===== src/rtl/mem_arbiter_pkg.sv =====
// mem_arbiter_pkg: shared widths and constants for the memory arbiter
package mem_arbiter_pkg;
  localparam int DATA_W = 16;
  localparam logic [1:0] BYTES_ALL = 2'b11;
endpackage


===== src/rtl/mem_arbiter.sv =====
// mem_arbiter: two-master (instruction/data) arbiter onto one memory port, data priority with round-robin on completion
module mem_arbiter
  import mem_arbiter_pkg::*;
(
  input  logic              clk,
  input  logic              reset,
  input  logic [19:1]       instr_m_addr,
  output logic [DATA_W-1:0] instr_m_data_in,
  input  logic              instr_m_access,
  output logic              instr_m_ack,
  input  logic [19:1]       data_m_addr,
  output logic [DATA_W-1:0] data_m_data_in,
  input  logic [DATA_W-1:0] data_m_data_out,
  input  logic              data_m_access,
  output logic              data_m_ack,
  input  logic              data_m_wr_en,
  input  logic [1:0]        data_m_bytesel,
  output logic [19:1]       q_m_addr,
  input  logic [DATA_W-1:0] q_m_data_in,
  output logic [DATA_W-1:0] q_m_data_out,
  output logic              q_m_access,
  input  logic              q_m_ack,
  output logic              q_m_wr_en,
  output logic [1:0]        q_m_bytesel
);
  typedef enum logic [1:0] {IDLE, SERVE_INSTR, SERVE_DATA} state_e;
  state_e state_q, state_d;
  logic is_i, is_d;
  always_ff @(posedge clk or posedge reset)
    if (reset) state_q <= IDLE;
    else state_q <= state_d;
  // On completion the served master is skipped so the other one cannot starve
  always_comb begin
    state_d = state_q;
    case (state_q)
      IDLE:        state_d = data_m_access ? SERVE_DATA : instr_m_access ? SERVE_INSTR : IDLE;
      SERVE_INSTR: state_d = !instr_m_access ? IDLE : q_m_ack ? (data_m_access ? SERVE_DATA : IDLE) : SERVE_INSTR;
      SERVE_DATA:  state_d = !data_m_access ? IDLE : q_m_ack ? (instr_m_access ? SERVE_INSTR : IDLE) : SERVE_DATA;
      default:     state_d = IDLE;
    endcase
  end
  always_comb begin
    is_i = state_q == SERVE_INSTR;
    is_d = state_q == SERVE_DATA;
    q_m_access = (is_i & instr_m_access) | (is_d & data_m_access);
    q_m_addr = is_d ? data_m_addr : is_i ? instr_m_addr : '0;
    q_m_wr_en = is_d & data_m_wr_en;
    q_m_bytesel = is_d ? data_m_bytesel : is_i ? BYTES_ALL : 2'b00;
    q_m_data_out = is_d ? data_m_data_out : '0;
    instr_m_ack = is_i & q_m_ack;
    data_m_ack = is_d & q_m_ack;
    instr_m_data_in = q_m_data_in;
    data_m_data_in = q_m_data_in;
  end
endmodule


===== config.mk =====
export PLATFORM = sky130hd
export DESIGN_NAME = mem_arbiter
export DESIGN_NICKNAME = d
export VERILOG_FILES = /design/src/rtl/mem_arbiter_pkg.sv /design/src/rtl/mem_arbiter.sv
export SDC_FILE = /design/constraint.sdc
export NUM_CORES = 1
export LEC_CHECK = 0
export CAP_MARGIN = 10
export CORE_UTILIZATION = 19
export DETAILED_ROUTE_END_ITERATION = 6
export PLACE_DENSITY = 0.8
export SLEW_MARGIN = 20
export SYNTH_ARGS = -nofsm -noshare
export SYNTH_HDL_FRONTEND = slang
export SYNTH_SLANG_ARGS = --single-unit

===== constraint.sdc =====
create_clock -name clk -period 1.65 [get_ports clk]
set_clock_uncertainty 0.2 [all_clocks]
set_input_delay 0.2475 -clock clk [delete_from_list [all_inputs] [get_ports clk]]
set_output_delay 0.2475 -clock clk [all_outputs]
set_load 0.02 [all_outputs]

==> flow_summary.toml <==
[yosys]
syn_nets = 169
yosysTopAreaCell = "buf_4"
synth_common_cells = "buf_4, a22o_2, and2_1"
syn_inst = 91
ys.flop_type = "dfrtp_1"
ys_types = 14
avgSynthCellArea_um2 = 8.33
synth-seq-area-share_pct = 6.60
yosys.cell_count.top_type = "buf_4"
synth.top_cell.area_share_pct = 33.7
netlist_area_um2 = 758
synth_seq_cells = 2
synth_edf_count = 0
async_flop_share_pct = 100
yosysWarnings = 0
synth_area_leaders = "buf_4, a22o_2, and2_1, dfrtp_1, buf_6"

[floorplanning]
start_util_pct = 20.3
die_x_um = 65.2
die_h_um = 65.2
die_area_mm2 = 0.00425
core_area_mm2 = 0.00374
ios = 151
std_cell_rows = 22

[sta]
slew_violations = 0
min_period_ps = 1830
worstMarginPinSlew_ps = 221
fin_crit_sh_pct = 111
max-slew-margin-rel_pct = 85.3
layout_setup_ws_ps = -182
setup-tns-final_ps = -5050
max_freq_mhz = 546
hold_viol = 0
setup_viol = 41
rsz0062_at_grt = "yes"

[global_route]
grtUsageTotal_pct = 13.6
grt_pass1_wl_mm = 4.36
grt_start_max_net_pins = 15
antenna_found_initial = 0
grt_pass1_vias = 907
grt.overflow.total = 0

[routing]
wl_per_cell_um = 13.1
dr.pass1.iters = 3
vias = 937
drtIter0Drc = 6
ant_nets = 0
wirelength_mm = 2.92
vias_per_cell = 4.22
drcViolationCount = 0

[place]
place_ws_ps = -361
port_buffers = 102
place_congestion = 0.646
placed_cells = 210
dp_hpwl_mm = 2.05

[clock_tree]
clock_sinks = 2
h-tree-depth = 1
worstSkewPairLatency_ps = 210
clockBufferDepth = 2
numCtsBuffers = 3
clk_pin_slew_ps = 30
cts_root_buffer = "clkbuf_8"
cts_tree = "yes"

[pwr]
peakVddDrop_v = 0.000401
power_density_mw_per_mm2 = 569
static-leakage-power_nw = 0.894

[setup_path]
critPathArrivalTime_ps = 1380
crit_path_start_kind = "flop"
critPathRequiredTime_ps = 1200
crit_type = "flop to output pin"
cp_max_fo = 10
end_kind = "output pin"

[hold_path]
worstHoldPathType = "input port to output pin"

[layout]
largest_reg_flops = 2
reg.largest.list = "state_q: 2 flops"
syn2layout_area_growth_pct = 153
utilization_pct = 51.3
final_cells = 222
fin_nets = 254
drive_gt1_share_pct = 50.6
largest-register = "state_q"
fill_cells = 362
antenna_cells = 0

[outcome]
violations = "setup timing"
status = "finished, violations left"

[run]
max_cap_violations = 0
-- cell families after synthesis --
kind of cell           share of synthesized area (%)
AOI/OAI and AO/OA                               31.5
buffers and inverters                           40.6
DFF                                             6.60
and+or+nand+nor                                 21.3
-- worst paths after layout --
| check | startpoint | to | slack [ps] | cells past startpoint |
|---|---|---|---|---|
| worst max register to register | state_q[1]$_DFF_PP0_ | state_q[0]$_DFF_PP0_ | 60 | 5 |
| worst max-delay path | state_q[1]$_DFF_PP0_ | q_m_addr[10] | -180 | 5 |
| worst min register to register | state_q[0]$_DFF_PP0_ | state_q[1]$_DFF_PP0_ | 440 | 2 |
| worst min-delay path | q_m_data_in[0] | instr_m_data_in[0] | 300 | 0 |
| min in group asynchronous | reset | state_q[1]$_DFF_PP0_ | 550 | 3 |
| max in group asynchronous | reset | state_q[0]$_DFF_PP0_ | 570 | 3 |
-- worst max-delay path, stage by stage, from the launching register on --
cell and delay [ps]:
dfrtp_1 370, nor2b_4 140, buf_6 130, buf_16 140
a22o_2 260, buf_6 130
-- through the flow --
stage | hold WS (ps) | power [mW] | cell area (um2)
2_1_floorplan | -211 | 0.485 | 758
3_3_place_gp | 209 | 0.726 | 1620
3_5_place_dp | 216 | 0.734 | 1620
4_1_cts | 295 | 1.09 | 1900
5_1_grt | 295 | 1.15 | 1920
6_report | 295 | 1.09 | 1920
-- placed cells by master (no fill, tap or decap), types with 2 or more instances in the layout --
master,n
a22o_4,12
clkdlybuf4s50_1,61
clkbuf_8,3
inv_1,2
buf_16,3
and2_1,14
buf_6,35
a22o_2,8
buf_12,2
and2_4,5
nor2b_4,2
buf_4,16
a21o_1,2
-- metal layers --
| layer | GRT usage, % | vias to the layer above | routed length (um) |
|---|---|---|---|
| li1 | - | 453 | - |
| met3 | 4.51 | 9 | 279 |
| met2 | 25.8 | 59 | 1530 |
| met1 | 13.4 | 416 | 1070 |
| met4 | 5.16 | 0 | 40 |
| met5 | 0 | - | 0 |
-- area by class of cell --
| cell class | count | area [um2] | area share, % |
|---|---|---|---|
| sequential | 2 | 51.3 | 2.67 |
| timing repair buffer | 118 | 1260 | 65.5 |
| inverter | 2 | 7.51 | 0.391 |
| tap | 48 | 60.1 | 3.13 |
| multi-input combinational | 49 | 503 | 26.2 |
| clock buffer | 3 | 41.3 | 2.15 |
-- repair_timing --
| action | CTS | global route |
|---|---|---|
| hold buffers | 1 | 0 |
| setup buffers | 5 | 0 |
| cloned | 3 | 0 |
| setup endpoints to repair | 41 | 41 |
| resized for setup | 253 | 8 |
| endpoints found under the hold margin | 2 | 0 |
| pin swaps | 1 | 1 |
-- power breakdown --
group / total (mW) / switching [mW] / internal [mW]
Combinational: 0.838 / 0.323 / 0.515
Sequential: 0.0611 / 0.00583 / 0.0552
Clock: 0.193 / 0.0389 / 0.154
Power figures use the tool's default switching activity.
